**config.mk**
```make
export PLATFORM = sky130hd
export DESIGN_NAME = fp_addsub_seq
export DESIGN_NICKNAME = d
export VERILOG_FILES = /design/src/rtl/fp_addsub_seq.sv
export SDC_FILE = /design/constraint.sdc
export NUM_CORES = 1
export LEC_CHECK = 0
export BUFFER_PORTS_ARGS = -buffer_cell sky130_fd_sc_hd__buf_2
export CORE_ASPECT_RATIO = 0.9
export CORE_MARGIN = 2
export CORE_UTILIZATION = 45
export CTS_BUF_LIST = sky130_fd_sc_hd__clkbuf_2 sky130_fd_sc_hd__clkbuf_4 sky130_fd_sc_hd__clkbuf_8
export DETAILED_ROUTE_END_ITERATION = 12
export PLACE_DENSITY_LB_ADDON = 0.05
export SKIP_CTS_REPAIR_TIMING = 1
export SYNTH_ARGS = -nofsm -noshare
export SYNTH_HDL_FRONTEND = slang
export SYNTH_SLANG_ARGS = --single-unit
```
**constraint.sdc**
```tcl
create_clock -name clock -period 19.65 [get_ports clock]
set_input_delay 2.9475 -clock clock [delete_from_list [all_inputs] [get_ports clock]]
set_output_delay 2.9475 -clock clock [all_outputs]
set_load 0.1 [all_outputs]
```
**src/rtl/fp_addsub_seq.sv**
```systemverilog
// Multi-cycle IEEE-754 single-precision adder/subtractor with start/done handshake.
// Alignment and normalisation shift one bit per clock; rounding is truncation.
module fp_addsub_seq (
   input  logic        clock,
   input  logic        reset,
   input  logic        start,
   input  logic        op,
   input  logic [31:0] float_a,
   input  logic [31:0] float_b,
   output logic        busy,
   output logic        done,
   output logic [31:0] result
);

   localparam logic [2:0] S_IDLE   = 3'd0;
   localparam logic [2:0] S_UNPACK = 3'd1;
   localparam logic [2:0] S_ALIGN  = 3'd2;
   localparam logic [2:0] S_ADD    = 3'd3;
   localparam logic [2:0] S_NORM   = 3'd4;
   localparam logic [2:0] S_PACK   = 3'd5;

   logic [2:0]  state_q, state_d;
   logic [31:0] opa_q, opa_d, opb_q, opb_d;
   logic        sa_q, sa_d, sb_q, sb_d;
   logic [9:0]  exp_q, exp_d;
   logic [26:0] ma_q, ma_d, mb_q, mb_d;
   logic [27:0] sum_q, sum_d;
   logic [4:0]  cnt_q, cnt_d;
   logic        zero_q, zero_d, spec_q, spec_d;
   logic [31:0] spec_val_q, spec_val_d;
   logic        busy_q, busy_d, done_q, done_d;
   logic [31:0] result_q, result_d;

   logic        nan_a_s, nan_b_s, inf_a_s, inf_b_s, za_s, zb_s, special_s, swap_s;
   logic [31:0] big_s, small_s, spec_val_s;
   logic [7:0]  diff_s;
   logic [4:0]  shift_s;
   logic [27:0] sum_s;

   // Operand classification, magnitude ordering and special-case result
   always_comb begin
      nan_a_s   = (opa_q[30:23] == 8'hFF) && (opa_q[22:0] != 23'd0);
      nan_b_s   = (opb_q[30:23] == 8'hFF) && (opb_q[22:0] != 23'd0);
      inf_a_s   = (opa_q[30:23] == 8'hFF) && (opa_q[22:0] == 23'd0);
      inf_b_s   = (opb_q[30:23] == 8'hFF) && (opb_q[22:0] == 23'd0);
      za_s      = (opa_q[30:23] == 8'h00);
      zb_s      = (opb_q[30:23] == 8'h00);
      special_s = nan_a_s | nan_b_s | inf_a_s | inf_b_s | za_s | zb_s;
      swap_s    = (opb_q[30:0] > opa_q[30:0]);
      big_s     = swap_s ? opb_q : opa_q;
      small_s   = swap_s ? opa_q : opb_q;
      diff_s    = big_s[30:23] - small_s[30:23];
      shift_s   = (diff_s > 8'd26) ? 5'd26 : diff_s[4:0];
      if (nan_a_s || nan_b_s || (inf_a_s && inf_b_s && (opa_q[31] != opb_q[31]))) begin
         spec_val_s = 32'h7FC0_0000;
      end else if (inf_a_s) begin
         spec_val_s = {opa_q[31], 8'hFF, 23'd0};
      end else if (inf_b_s) begin
         spec_val_s = {opb_q[31], 8'hFF, 23'd0};
      end else if (za_s && zb_s) begin
         spec_val_s = {opa_q[31] & opb_q[31], 31'd0};
      end else if (za_s) begin
         spec_val_s = opb_q;
      end else begin
         spec_val_s = opa_q;
      end
      if (sa_q == sb_q) begin
         sum_s = {1'b0, ma_q} + {1'b0, mb_q};
      end else begin
         sum_s = {1'b0, ma_q} - {1'b0, mb_q};
      end
   end

   // Next-state logic for the sequencer and datapath
   always_comb begin
      state_d    = state_q;
      opa_d      = opa_q;
      opb_d      = opb_q;
      sa_d       = sa_q;
      sb_d       = sb_q;
      exp_d      = exp_q;
      ma_d       = ma_q;
      mb_d       = mb_q;
      sum_d      = sum_q;
      cnt_d      = cnt_q;
      zero_d     = zero_q;
      spec_d     = spec_q;
      spec_val_d = spec_val_q;
      busy_d     = busy_q;
      done_d     = 1'b0;
      result_d   = result_q;
      case (state_q)
         S_IDLE: begin
            if (start) begin
               opa_d   = float_a;
               opb_d   = {float_b[31] ^ op, float_b[30:0]};
               busy_d  = 1'b1;
               state_d = S_UNPACK;
            end else begin
               state_d = S_IDLE;
            end
         end
         S_UNPACK: begin
            sa_d       = big_s[31];
            sb_d       = small_s[31];
            exp_d      = {2'b00, big_s[30:23]};
            ma_d       = {1'b1, big_s[22:0], 3'b000};
            mb_d       = {1'b1, small_s[22:0], 3'b000};
            cnt_d      = shift_s;
            zero_d     = 1'b0;
            spec_d     = special_s;
            spec_val_d = spec_val_s;
            if (special_s) begin
               state_d = S_PACK;
            end else if (shift_s == 5'd0) begin
               state_d = S_ADD;
            end else begin
               state_d = S_ALIGN;
            end
         end
         S_ALIGN: begin
            mb_d  = {1'b0, mb_q[26:2], mb_q[1] | mb_q[0]};
            cnt_d = cnt_q - 5'd1;
            if (cnt_q == 5'd1) begin
               state_d = S_ADD;
            end else begin
               state_d = S_ALIGN;
            end
         end
         S_ADD: begin
            sum_d = sum_s;
            if (sum_s == 28'd0) begin
               zero_d  = 1'b1;
               sa_d    = 1'b0;
               state_d = S_PACK;
            end else begin
               state_d = S_NORM;
            end
         end
         S_NORM: begin
            // Carry: one right shift keeping sticky; otherwise walk the leading one up to bit 26
            if (sum_q[27]) begin
               sum_d = {1'b0, sum_q[27:2], sum_q[1] | sum_q[0]};
               exp_d = exp_q + 10'd1;
            end else if (sum_q[26]) begin
               state_d = S_PACK;
            end else if (exp_q <= 10'd1) begin
               zero_d  = 1'b1;
               state_d = S_PACK;
            end else begin
               sum_d = {sum_q[26:0], 1'b0};
               exp_d = exp_q - 10'd1;
            end
         end
         S_PACK: begin
            if (spec_q) begin
               result_d = spec_val_q;
            end else if (zero_q) begin
               result_d = {sa_q, 31'd0};
            end else if (exp_q >= 10'd255) begin
               result_d = {sa_q, 8'hFF, 23'd0};
            end else begin
               result_d = {sa_q, exp_q[7:0], sum_q[25:3]};
            end
            done_d  = 1'b1;
            busy_d  = 1'b0;
            state_d = S_IDLE;
         end
         default: begin
            busy_d  = 1'b0;
            state_d = S_IDLE;
         end
      endcase
   end

   // State and datapath registers
   always_ff @(posedge clock or posedge reset) begin
      if (reset) begin
         state_q    <= S_IDLE;
         opa_q      <= 32'd0;
         opb_q      <= 32'd0;
         sa_q       <= 1'b0;
         sb_q       <= 1'b0;
         exp_q      <= 10'd0;
         ma_q       <= 27'd0;
         mb_q       <= 27'd0;
         sum_q      <= 28'd0;
         cnt_q      <= 5'd0;
         zero_q     <= 1'b0;
         spec_q     <= 1'b0;
         spec_val_q <= 32'd0;
         busy_q     <= 1'b0;
         done_q     <= 1'b0;
         result_q   <= 32'd0;
      end else begin
         state_q    <= state_d;
         opa_q      <= opa_d;
         opb_q      <= opb_d;
         sa_q       <= sa_d;
         sb_q       <= sb_d;
         exp_q      <= exp_d;
         ma_q       <= ma_d;
         mb_q       <= mb_d;
         sum_q      <= sum_d;
         cnt_q      <= cnt_d;
         zero_q     <= zero_d;
         spec_q     <= spec_d;
         spec_val_q <= spec_val_d;
         busy_q     <= busy_d;
         done_q     <= done_d;
         result_q   <= result_d;
      end
   end

   assign busy   = busy_q;
   assign done   = done_q;
   assign result = result_q;

endmodule
```
==> out/metrics.yaml <==
status: "finished, final reports clean"
drive_gt1_frac: 0.137
wirelength_um: 45800
crit_type: "reg2reg"
cts-root-buf: "clkbuf_8"
clkTransAtPathRegs_ns: 0.06
synthArstFlopShare: 1.00
fillers: 3217
finalSetupTns_ns: 0
core_um2: 32700
cts.sinks: 231
fin_crit_sh: 0.251
ff2ff_setup_slack_ns: 14.72
finalHoldViolations: 0
insertion_delay_ns: 0.57
path_max_fanout: 83
finalMaxSlewViolations: 0
yosysSeqAreaShare: 0.389
grt_pass1_vias: 12300
end_kind: "flip-flop"
synth_most_common_cell: "dfrtp_1"
dp_hpwl_um: 34200
setup_viol: 0
syn-num-nets: 1900
required_ns: 20.11
cp.arrival_ns: 5.39
post-route-util: 0.505
globalRouteOverflowTotal: 0
ys.flop_type: "dfrtp_1"
rsz0062_at_grt: "no"
fin_nets: 1951
vias: 13200
drt_iter0_drc: 890
drc: 0
htreeDepth: 2
avgSynthCellArea_um2: 8.52
syn_area_um2: 14900
startpoint_type: "flip-flop"
cap_violations: 0
antenna_found_initial: 0
die_h_um: 176
synth-seq-cells: 231
dieArea_um2: 34500
synth_top_cell_by_area: "dfrtp_1"
area_growth_pct: 11.2
synth_cell_types: 71
cts_tree: "done"
numPortBuffers: 101
tightest_slew_ns: 1.18
initial_utilization: 0.454
syn_inst: 1744
grt_max_degree: 104
wl_per_cell_um: 20.4
die_w_um: 196
ys_top_cells_by_count: "dfrtp_1, o21ai_0, nand2_1"
vias_per_cell: 5.88
cts_buffer_depth: 3
ys_warn_count: 0
diodes: 0
first_pass_iters: 5
skew_ns: 0.0415
ioPinCount: 102
cts_buffers: 42
yosys-top-cells-area: "dfrtp_1, o21ai_0, ha_1"
fin_crit_ns: 4.93
max_freq_mhz: 203
synth_top_area_share: 0.389
relSlewSlack: 0.191
hp-class: "reg2reg"
gp_congestion: 0.949
detail-route-antenna-nets: 0
rows: 63
grt_pass1_wl_um: 72300
grt_usage: 0.268
synth-edff-count: 0
## cells by family (layout without fill, tap and decap cells)
| logic type | Yosys count | after routing | share of synthesized area |
|---|---|---|---|
| and+or+nand+nor | 529 | 529 | 0.164 |
| DFF | 231 | 231 | 0.389 |
| buffers and inverters | 208 | 286 | 0.0530 |
| xor gates and xnor gates | 28 | 28 | 0.0165 |
| AOI/OAI and AO/OA | 565 | 565 | 0.236 |
| adders and majority gates | 88 | 88 | 0.0746 |
| muxes | 95 | 95 | 0.0669 |
## area by class of cell
class,instances,area (um2),share of cell area
clock inverters,5,30.0,0.00182
well taps,422,528,0.0320
multi-input cells,1305,8350,0.506
repair buffers,120,646,0.0391
flip-flops and latches,231,5780,0.350
clock buffers,66,821,0.0497
inverters,95,364,0.0220
## metrics by stage
| step | area (um2) | instances | hold slack, ns | setup slack [ns] |
|---|---|---|---|---|
| 2_1_floorplan | 14900 | 1744 | 0.446 | 10.37 |
| 3_3_place_gp | 15700 | 2172 | 0.456 | 14.99 |
| 3_5_place_dp | 15700 | 2172 | 0.465 | 14.86 |
| 4_1_cts | 16500 | 2243 | 0.477 | 14.84 |
| 5_1_grt | 16500 | 2244 | 0.488 | 14.38 |
| 6_report | 16500 | 2244 | 0.469 | 14.72 |
## critical path, cell delays in order (launching register included)
cell and delay (ns):
dfrtp_1 0.48, inv_1 0.14, ha_1 0.40, a21oi_1 0.21, o221ai_1 0.15, a41o_1 0.26, a211o_1 0.31, a21oi_4 0.40
buf_4 0.83, mux2i_1 0.22, o41ai_1 0.54, mux2i_1 0.24, a22o_1 0.26, nand3_1 0.13, and3_1 0.20
## state kept, by name (all words and copies together) (netlist names)
register    flops
busy            1
cnt_q           5
done            1
exp_q          10
ma_q           24
mb_q           27
opa_q          32
opb_q          32
result         32
sa_q            1
sb_q            1
spec_q          1
spec_val_q     32
state_q         3
sum_q          28
zero_q          1
## final timing paths
| check | end | cells after the start | start |
|---|---|---|---|
| max | cnt_q[3]$_DFFE_PP0P_ | 14 | opa_q[26]$_DFFE_PP0P_ |
| min reg2reg | result[1]$_DFFE_PP0P_ | 2 | result[1]$_DFFE_PP0P_ |
| min in group asynchronous | opb_q[16]$_DFFE_PP0P_ | 2 | reset |
| max in group asynchronous | spec_val_q[4]$_DFFE_PP0P_ | 3 | reset |
| min | result[1]$_DFFE_PP0P_ | 2 | result[1]$_DFFE_PP0P_ |
| max reg2reg | cnt_q[3]$_DFFE_PP0P_ | 14 | opa_q[26]$_DFFE_PP0P_ |
## layout by cell type, fill, tap and decap left out, types with 17 or more instances in the layout
cell type  instances
dfrtp_1          231
o21ai_0          221
nand2_1          189
nor2_1           142
a21oi_1          120
buf_2            101
inv_1             94
ha_1              87
mux2i_1           61
clkbuf_8          52
a22oi_1           49
nor3_1            38
mux2_2            34
nand4_1           25
nand3_1           23
a211oi_1          21
xnor2_1           21
nor4_1            20
buf_4             18
nor2b_1           17
a31oi_1           17
## layer usage
| metal | track usage | up-vias | wire, um |
|---|---|---|---|
| li1 | - | 6429 | - |
| met1 | 0.441 | 6317 | 24500 |
| met2 | 0.351 | 399 | 17600 |
| met3 | 0.0541 | 60 | 3010 |
| met4 | 0.0592 | 0 | 738 |
| met5 | 0 | - | 0 |
Power is left out: the tool's default activity adds up to more than one toggle a clock period on the data nets, which glitch-free logic cannot reach.
